## config.mk

```make
export PLATFORM = sky130hd
export DESIGN_NAME = ser_to_para
export DESIGN_NICKNAME = d
export VERILOG_FILES = /design/src/rtl/ser_to_para.sv
export SDC_FILE = /design/constraint.sdc
export NUM_CORES = 1
export LEC_CHECK = 0
export ABC_AREA = 0
export ABC_CLOCK_PERIOD_IN_PS = 2170
export CAP_MARGIN = 20
export CORE_UTILIZATION = 55
export CTS_CLUSTER_DIAMETER = 60
export DETAILED_ROUTE_END_ITERATION = 7
export PLACE_DENSITY = 0.77
export SLEW_MARGIN = 20
export SYNTH_ARGS = -nofsm -noshare
export SYNTH_HDL_FRONTEND = slang
export SYNTH_SLANG_ARGS = --single-unit
```

## constraint.sdc

```tcl
create_clock -name clk -period 2.17 [get_ports clk]
set_input_delay 0.434 -clock clk [delete_from_list [all_inputs] [get_ports clk]]
set_output_delay 0.434 -clock clk [all_outputs]
set_load 0.01 [all_outputs]
```

## src/rtl/ser_to_para.sv

```systemverilog
// Serial-to-parallel receiver: MSB-first bytes, one-cycle done pulses, and 16-byte AES block packing.
// Optional even-parity framing is enabled with `define SER_PARITY_EN.
module ser_to_para #(
  parameter int BYTES = 16
) (
  input  logic                 clk,
  input  logic                 RST,
  input  logic                 enable,
  input  logic                 DataIN,
  output logic [7:0]           DataOUT,
  output logic                 Done_flage,
  output logic [8*BYTES-1:0]   BlockOUT,
  output logic                 Block_done,
  output logic                 Busy,
  output logic                 Parity_err
);

  localparam int CW = (BYTES > 1) ? $clog2(BYTES) : 1;

`ifdef SER_PARITY_EN
  typedef enum logic [1:0] {IDLE, DATA, PAR} state_e;
`else
  typedef enum logic [1:0] {IDLE, DATA} state_e;
`endif

  state_e                  state_q, state_d;
  logic [2:0]              bit_cnt_q, bit_cnt_d;
  logic [7:0]              shift_q, shift_d;
  logic [CW-1:0]           byte_cnt_q, byte_cnt_d;
  logic [BYTES-1:0][7:0]   slots_q, slots_d;
  logic [7:0]              data_out_q, data_out_d;
  logic                    done_q, done_d;
  logic [8*BYTES-1:0]      block_q, block_d;
  logic                    block_done_q, block_done_d;
  logic                    busy_q, busy_d;

  logic                    byte_done;
  logic [7:0]              byte_new;
  logic [8*BYTES-1:0]      block_asm;

`ifdef SER_PARITY_EN
  logic                    par_bad;
  logic                    perr_q, perr_d;
`endif

  // Frame decode kept apart from the main next-state logic so block_asm has no comb loop.
  always_comb begin
    byte_done = 1'b0;
    byte_new  = {shift_q[6:0], DataIN};
`ifdef SER_PARITY_EN
    par_bad   = 1'b0;
    if (enable && state_q == PAR) begin
      byte_done = 1'b1;
      byte_new  = shift_q;
      par_bad   = ^{shift_q, DataIN};
    end
`else
    if (enable && bit_cnt_q == 3'd7) begin
      byte_done = 1'b1;
    end
`endif
  end

  // Full block as it would look with the byte completing now; byte 0 lands in the MSBs.
  for (genvar gi = 0; gi < BYTES; gi++) begin : g_block
    assign block_asm[8*(BYTES-gi)-1 -: 8] =
      (byte_cnt_q == CW'(gi)) ? byte_new : slots_q[gi];
  end

  always_comb begin
    state_d      = state_q;
    bit_cnt_d    = bit_cnt_q;
    shift_d      = shift_q;
    byte_cnt_d   = byte_cnt_q;
    slots_d      = slots_q;
    data_out_d   = data_out_q;
    done_d       = 1'b0;
    block_d      = block_q;
    block_done_d = 1'b0;
`ifdef SER_PARITY_EN
    perr_d       = 1'b0;
`endif

    if (enable) begin
      case (state_q)
        IDLE, DATA: begin
          shift_d   = {shift_q[6:0], DataIN};
          bit_cnt_d = bit_cnt_q + 3'd1;
          state_d   = DATA;
          if (bit_cnt_q == 3'd7) begin
`ifdef SER_PARITY_EN
            state_d = PAR;
`else
            state_d = IDLE;
`endif
          end
        end
`ifdef SER_PARITY_EN
        PAR: begin
          state_d = IDLE;
          perr_d  = par_bad;
        end
`endif
        default: state_d = IDLE;
      endcase
    end

    if (byte_done) begin
      data_out_d          = byte_new;
      done_d              = 1'b1;
      slots_d[byte_cnt_q] = byte_new;
      if (byte_cnt_q == CW'(BYTES-1)) begin
        byte_cnt_d   = '0;
        block_d      = block_asm;
        block_done_d = 1'b1;
      end else begin
        byte_cnt_d = byte_cnt_q + CW'(1);
      end
    end

    busy_d = (state_d != IDLE);
  end

  always_ff @(posedge clk) begin
    if (RST) begin
      state_q      <= IDLE;
      bit_cnt_q    <= '0;
      shift_q      <= '0;
      byte_cnt_q   <= '0;
      slots_q      <= '0;
      data_out_q   <= '0;
      done_q       <= 1'b0;
      block_q      <= '0;
      block_done_q <= 1'b0;
      busy_q       <= 1'b0;
    end else begin
      state_q      <= state_d;
      bit_cnt_q    <= bit_cnt_d;
      shift_q      <= shift_d;
      byte_cnt_q   <= byte_cnt_d;
      slots_q      <= slots_d;
      data_out_q   <= data_out_d;
      done_q       <= done_d;
      block_q      <= block_d;
      block_done_q <= block_done_d;
      busy_q       <= busy_d;
    end
  end

`ifdef SER_PARITY_EN
  always_ff @(posedge clk) begin
    if (RST) perr_q <= 1'b0;
    else     perr_q <= perr_d;
  end
  assign Parity_err = perr_q;
`else
  assign Parity_err = 1'b0;
`endif

  assign DataOUT    = data_out_q;
  assign Done_flage = done_q;
  assign BlockOUT   = block_q;
  assign Block_done = block_done_q;
  assign Busy       = busy_q;

endmodule

```

# After elaboration in Yosys (flattened, before gate mapping)
# Index checks and enable logic that the tools add are counted.
word_totals:
  ff_bits: 283
  latch_bits: 0
  ramBits: 0
  romBits: 0
  inputBits: 4
  out_inout_bits: 140
  word_cells: 81
  memories: 0
op_classes:
  addsub: 2
  multipliers: 0
  n_div: 0
  order_cmp: 2
  eq_ne: 17
  n_shift: 0
  muxes: 25
  bitwise: 1
  n_reduce_logical: 9
ops:
  columns: ["op", "n"]
  rows:
  - ["$bwmux W128", 1]
  - ["$mux W8", 16]
  - ["$demux W8 S4", 1]
  - ["$eq A4 B4 Y1 const B", 8]
  - ["$eq A4 B3 Y1 const B", 4]
  - ["$eq A4 B2 Y1 const B", 2]
  - ["$lt A4 B5 Y1 const B", 1]
  - ["$add A4 B1 Y4 const B", 1]
  - ["$eq A4 B1 Y1 const B", 1]
  - ["$ge A4 B1 Y1 const B", 1]
  - ["$logic_not A4 Y1", 1]
  - ["$mux W1", 4]
  - ["$mux W2", 2]
  - ["$mux W4", 1]
  - ["$reduce_and A2 Y1", 2]
  - ["$reduce_or A2 Y1", 2]
  - ["$add A3 B1 Y3 const B", 1]
  - ["$eq A3 B3 Y1 const B", 1]
  - ["$eq A2 B1 Y1 const B", 1]
  - ["$logic_and A1 B1 Y1", 2]
  - ["$logic_not A2 Y1", 1]
  - ["$reduce_bool A2 Y1", 1]
  - ["$not A1 Y1", 1]

# Logic depth before layout (Yosys ltp)
logic_depth:
  word_depth: 5
  ltp_mapped: 8
  depth_no_buf: 6

# Least setup slack after synthesis
# Ideal clock, no wire load.
synth_timing:
  path_kind: "register to register"
  startpoint: "reg bit_cnt_q[0]"
  endpoint: "reg block_q[120] (netlist: BlockOUT[120])"
  setup_time_ns: 0.070
  arrival_time_ns: 1.639
  required_ns: 2.100
  slack_ns: 0.461
  path_stages_with_launch: 9
  path_buffers: 3
  period_less_slack_ns: 1.709
  path_cell_list: "dfxtp_1 > ha_1 > ha_1 > and3_1 > buf_2 > a31oi_4 > buf_2 > buf_4 > o2bb2ai_1"
synth_between:
  elab_chain_cells: 4
synth_rtl:
  columns: ["item", "line", "rtl"]
  rows:
  - ["from (decl)", "27", "logic [2:0] bit_cnt_q, bit_cnt_d;"]
  - ["from (signal assigned)", "138", "bit_cnt_q <= bit_cnt_d;"]
  - ["$eq A3 B3 Y1", "58", "if (enable && bit_cnt_q == 3'd7) begin"]
  - ["$logic_and A1 B1 Y1", "58", null]
  - ["$mux W1", "58", null]
  - ["$reduce_and A2 Y1 (no source line)", null, null]
  - ["to (signal assigned)", "144", "block_q <= block_d;"]
  - ["to (decl)", "33", "logic [8*BYTES-1:0] block_q, block_d;"]
# No other way between the ends.
# A chain may end at the register's enable or synchronous reset.

# Worst setup path after layout
layout_timing:
  startpoint: "reg block_q[31] (netlist: BlockOUT[31])"
  endpoint: "out BlockOUT[31]"
layout_lines:
  columns: ["item", "line", "rtl"]
  rows:
  - ["to (decl)", "12", "output logic [8*BYTES-1:0] BlockOUT,"]
# No word-level cell between the ends.

==> results_dict.tcl <==
set metrics [dict create \
    grt_pass1_vias 7400 \
    dieWidth_um 144 \
    async_flop_share_pct 0 \
    holdWs_ns 0.290 \
    insertion_delay_ns 0.53 \
    area_delta_synth_final_pct 23.9 \
    maxSlewViolCount 0 \
    viasPerCell 5.40 \
    cts_tree "built" \
    critPathSlowestCell "clkdlybuf4s50_1" \
    ys_seq_area_share_pct 49.4 \
    synth.largest_area_cell "dfxtp_1" \
    slowest_delay_ns 0.64 \
    path_buf_inv 1 \
    ys.flop_type "dfxtp_1" \
    synth_top_area_share_pct 49.4 \
    rsz0062_at_grt "false" \
    dp_cells 1339 \
    hpwl_um 16000 \
    start_util_pct 56.7 \
    drive_above_1_share_pct 18.3 \
    cp.required_ns 1.74 \
    ys_warn_count 0 \
    synthesis.area_mm2 0.0111 \
    drt_iter0_drc 362 \
    cts_made_buffers 28 \
    outcome "completed" \
    core_area_mm2 0.0197 \
    syn-instance-count 979 \
    hold_violations 0 \
    ff2ff_path_depth 6 \
    cp-start-kind "flip-flop" \
    wirelength_um 25300 \
    crit_path_cell_trace "clkdlybuf4s50_1" \
    ir_drop_mv 0.750 \
    placed_area_mm2 0.0128 \
    final_area_mm2 0.0138 \
    cts_sinks 275 \
    diodes 0 \
    fin_crit_ns 1.97 \
    critPathKind "flip-flop to primary output" \
    post-route-period-util_pct 90.9 \
    cp_max_fo 2 \
    postCtsHoldBufs 0 \
    synth_common_cells "275 x dfxtp_1, 145 x mux2i_1, 129 x nand2b_1" \
    grt_pass1_wl_um 40000 \
    finalNonFillerCells 1391 \
    worstSetupEndpointType "primary output" \
    clockBufferDepth 3 \
    finClkSkew_ns 0.0109 \
    dieArea_mm2 0.0208 \
    cts_setup_buffers 0 \
    cap_violations 0 \
    cts_root_buf "clkbuf_16" \
    synth-seq-cells 275 \
    firstDrtPassIters 5 \
    worstSetupPathDepth 1 \
    grt_max_degree 61 \
    port_buffers 142 \
    avgSynthCellArea_um2 11.4 \
    overflow 0 \
    power_leakage_uw 0.00546 \
    num_io_pins 144 \
    rows 51 \
    yosysUniqueCellTypes 37 \
    power.density_mw_per_mm2 754 \
    whs_path_depth 2 \
    post_drt_wl_per_cell_um 18.2 \
    globalplace.congestion 0.764 \
    synth_area_leaders "dfxtp_1 49%, o2bb2ai_2 13%, mux2i_1 13%" \
    cp_data_arrival_time_ns 1.54 \
    grt_use_total_pct 24.5 \
    antenna_found_initial 0 \
    synth_most_common_cell "dfxtp_1" \
    num_vias 7512 \
    tns_ns 0 \
    cp_top_family "buffers and inverters" \
    drc 0 \
    tightest_slew_ns 0.607 \
    min_path_type "input pin to flip-flop" \
    path_clk_slew_ns 0.06 \
    ant_nets 0 \
    setup_viol 0 \
    ctsResizeCount 0 \
    fmax_mhz 507 \
    synth_edf_count 0 \
    synth_nets 989 \
    max_slew_margin_pct 59.3 \
    die_h_um 144 \
    htreeDepth 1 \
    layout.nets 1114 \
]
logic make-up after synthesis:
kind of cell	share of synthesized area [%]
compound gates	16.9
xor+xnor	0.157
fa+ha+maj	0.674
buf+inv	4.80
flops	49.4
mux	13.0
other cells	0.0336
simple gates	15.0
sequential cells by signal, summed over array words and instances (netlist names):
name,count
BlockOUT,128
Block_done,1
Busy,1
DataOUT,8
Done_flage,1
bit_cnt_q,3
byte_cnt_q,4
shift_q,7
slots_q,120
state_q,2
cells in the final DEF, fill, tap and decap left out, drive strengths merged:
cell | netlist | layout
clkinv | 0 | 3
conb | 1 | 1
and3 | 3 | 3
o21ai | 1 | 1
o21bai | 1 | 1
inv | 3 | 4
nor3b | 5 | 5
a32o | 1 | 1
buf | 59 | 41
ha | 6 | 6
nor2b | 3 | 3
a21boi | 1 | 1
clkdlybuf4s50 | 0 | 141
or3 | 2 | 2
a31oi | 1 | 1
and2 | 1 | 1
xnor2 | 2 | 2
a22o | 8 | 8
a21oi | 19 | 19
mux2i | 145 | 145
clkbuf | 28 | 43
dfxtp | 275 | 275
nor2 | 101 | 101
and3b | 8 | 8
nand2b | 129 | 129
nand2 | 42 | 42
nand3 | 12 | 12
nand4 | 3 | 3
bufinv | 0 | 4
clkinvlp | 0 | 1
o2bb2ai | 119 | 119
metal layers:
layer / GRT usage, % / share of wire, %
met5: 0 / 0
met4: 6.37 / 1.8
met3: 3.97 / 5.2
met2: 39.6 / 46
met1: 34.0 / 47
where the power goes:
part / total, uW / switching, uW / internal, uW
combinational: 217 / 134 / 83.3
clock: 5130 / 1960 / 3170
sequential: 5060 / 8.81 / 5060
cell type report:
| cell class | instances | area [um^2] |
|---|---|---|
| Tap cell | 265 | 332 |
| Sequential cell | 275 | 5510 |
| Fill cell | 1499 | 5840 |
| Clock inverter | 9 | 155 |
| Multi-Input combinational cell | 614 | 5100 |
| Timing Repair Buffer | 182 | 1860 |
| Clock buffer | 43 | 848 |
| Inverter | 3 | 11.3 |
metrics by stage:
step / worst slack, ns / util (%) / power, uW
6_report: 0.197 / 70.3 / 10400
3_3_place_gp: 0.0902 / 65.2 / 5390
5_1_grt: 0.145 / 70.3 / 10700
2_1_floorplan: 0.461 / - / 5330
4_1_cts: 0.205 / 70.3 / 10500
3_5_place_dp: 0.0403 / 65.2 / 5390
worst paths after layout:
check                    start            to  slack [ns]
hold / removal             RST    Done_flage        0.29
hold reg to reg     DataOUT[0]    DataOUT[0]        0.46
setup reg to reg  bit_cnt_q[0]  BlockOUT[96]        0.25
setup / recovery  BlockOUT[31]  BlockOUT[31]        0.20
No activity file was read; power rests on OpenSTA's default activity.
==> RTL change (same flow settings) <==
Change the parameter `BYTES` from 16 to 32.
--- a/src/rtl/ser_to_para.sv
+++ b/src/rtl/ser_to_para.sv
@@ -2,5 +2,5 @@
 // Optional even-parity framing is enabled with `define SER_PARITY_EN.
 module ser_to_para #(
-  parameter int BYTES = 16
+  parameter int BYTES = 32
 ) (
   input  logic                 clk,
Ports: changed (resized BlockOUT); port bits go from 144 to 272. The function was not compared with the original's and may differ.
==> RTL change against the original RTL <==
  * Wire length rose to 2.6 times the old value
  * Count of clock-buffer cells in the layout is 30 higher
  * First-iteration DRC count rose to 5.2 times the old value
  * Fmax decreased by 2.6%
  * Synthesized area increased by 100%
  * Cell area increased by 98%
  * Critical path depth did not move
  * Combinational power up 70%
  * Clock power up 94%
  * Worst setup slack lost 0.052 ns
  * Sequential cell count grew 257
  * Highest routed layer unchanged
  * Power up 93%
==> RTL change: results <==
export IMPL_worst_ir_drop_vdd_uv=506.6
export IMPL_whs_path_depth=2
export IMPL_leakagePower_nw=9.697
export IMPL_seq_area_frac_synth_pct=47.64
export IMPL_arrival_ns=1.59
export IMPL_drt_iter0_markers=1880
export IMPL_syn_nets=2463
export IMPL_final_net_count=2635
export IMPL_holdWs_ns=0.2901
export IMPL_grt_max_degree=97
export IMPL_placement_cell_area_sq_um=25490
export IMPL_critPathTopFamily="buffers and inverters"
export IMPL_status="complete, no violations"
export IMPL_clock_latency_ns=0.60
export IMPL_synthTopCellsByCount="532 x dfxtp_1, 286 x nand2_1, 285 x o21ai_1, 282 x mux2i_1, 233 x a21oi_1"
export IMPL_clock_skew_final_ns=0.01402
export IMPL_cts_clk_slew_worst_paths_ns=0.06
export IMPL_ys_types=49
export IMPL_io_buffers=270
export IMPL_path_max_fanout=1
export IMPL_p_sw_share_pct=20.93
export IMPL_largest_reg_flops=256
export IMPL_globalRouteTotalUtil_pct=30.88
export IMPL_grt_pass1_wl_um=101300
export IMPL_r2r_end="BlockOUT[159]$_SDFFE_PP0P_"
export IMPL_dp_slack_ns=0.05233
export IMPL_first_global_vias=18125
export IMPL_cts_buffers=53
export IMPL_synth_ff_type="dfxtp_1"
export IMPL_period_needed_ns=2.025
export IMPL_rrSetupSlack_ns=0.15
export IMPL_layout_drive_gt1_share_pct=11.08
export IMPL_r2r_start="byte_cnt_q[0]$_SDFFE_PP0P_"
export IMPL_cts_max_level=2
export IMPL_cpMaxStageDelayCell="clkdlybuf4s50_1"
export IMPL_slew_headroom_pct=39.85
export IMPL_hpwl_um=42320
export IMPL_fillers=3158
export IMPL_drt_wirelength_per_cell_um=20.51
export IMPL_finalWeightedCongestion=0.8321
export IMPL_critical_path_max_stage_delay_ns=0.57
export IMPL_via_per_inst=5.925
export IMPL_hold_path_endpoint="DataOUT[5]$_SDFFE_PP0P_"
export IMPL_synthTopCellsByArea="dfxtp_1 48%, mux2i_1 13%, o21ai_1 6.4%"
-- RTL change: cell type report --
type / instances / area [sq um] / area share (%)
Inverter: 3 / 11.26 / 0.04108
Clock buffer: 73 / 1504 / 5.486
Timing Repair Buffer: 409 / 4208 / 15.35
Multi-Input combinational cell: 1623 / 9988 / 36.44
Sequential cell: 532 / 10660 / 38.90
Clock inverter: 22 / 382.9 / 1.397
Tap cell: 525 / 656.9 / 2.396
-- RTL change: worst max path at each step --
stage | startpoint | endpoint | depth (start not counted)
after floorplan | byte_cnt_q[3]$_SDFFE_PP0P_ | BlockOUT[145]$_SDFFE_PP0P_ | 9
after detailed placement | byte_cnt_q[0]$_SDFFE_PP0P_ | BlockOUT[150]$_SDFFE_PP0P_ | 5
final | Busy$_SDFF_PP0_ | Busy | 1
after global routing | byte_cnt_q[2]$_SDFFE_PP0P_ | slots_q[54]$_SDFFE_PP0P_ | 5
after global placement | byte_cnt_q[0]$_SDFFE_PP0P_ | BlockOUT[138]$_SDFFE_PP0P_ | 6
after CTS | byte_cnt_q[0]$_SDFFE_PP0P_ | BlockOUT[150]$_SDFFE_PP0P_ | 5
-- RTL change: per-stage QoR --
stage / util, % / cells
final: 68.68 / 3187
after global routing: 68.68 / 3187
after CTS: 68.60 / 3183
after detailed placement: 63.87 / 3088
after global placement: 63.87 / 3088
after floorplan: - / 2450
-- RTL change: cell families after synthesis --
logic type                 after synthesis  share of synthesized area [%]
AOI/OAI and AO/OA                      712                          16.21
and+or+nand+nor                        617                          15.12
DFF                                    532                          47.64
buffers and inverters                  295                          7.807
muxes                                  282                          12.63
adders and majority gates                9                         0.5037
xor gates and xnor gates                 2                        0.07836
other                                    1                        0.01677
-- RTL change: power by group through the flow --
stage | Sequential (mW) | Clock [mW] | Combinational (mW)
4_1_cts | 9.79 | 10.1 | 0.361
6_report | 9.79 | 9.96 | 0.369
3_3_place_gp | 10.0 | 0 | 0.355
2_1_floorplan | 9.99 | 0 | 0.242
5_1_grt | 9.78 | 10.5 | 0.387
3_5_place_dp | 10.0 | 0 | 0.360
-- RTL change: what timing repair did --
action,4_1_cts,5_1_grt
hold buffers,0,0
endpoints found under the setup margin,0,23
resized for setup,0,1
hold endpoints to repair,0,0
buffers inserted,0,4
-- RTL change: routing by layer --
| metal | part of all wire (%) | track usage (%) | vias to the layer above |
|---|---|---|---|
| li1 | - | - | 8840 |
| met1 | 43 | 41.12 | 9129 |
| met2 | 48 | 50.74 | 801 |
| met3 | 6.6 | 4.298 | 113 |
| met4 | 2.8 | 11.57 | 0 |
| met5 | 0 | 0 | - |
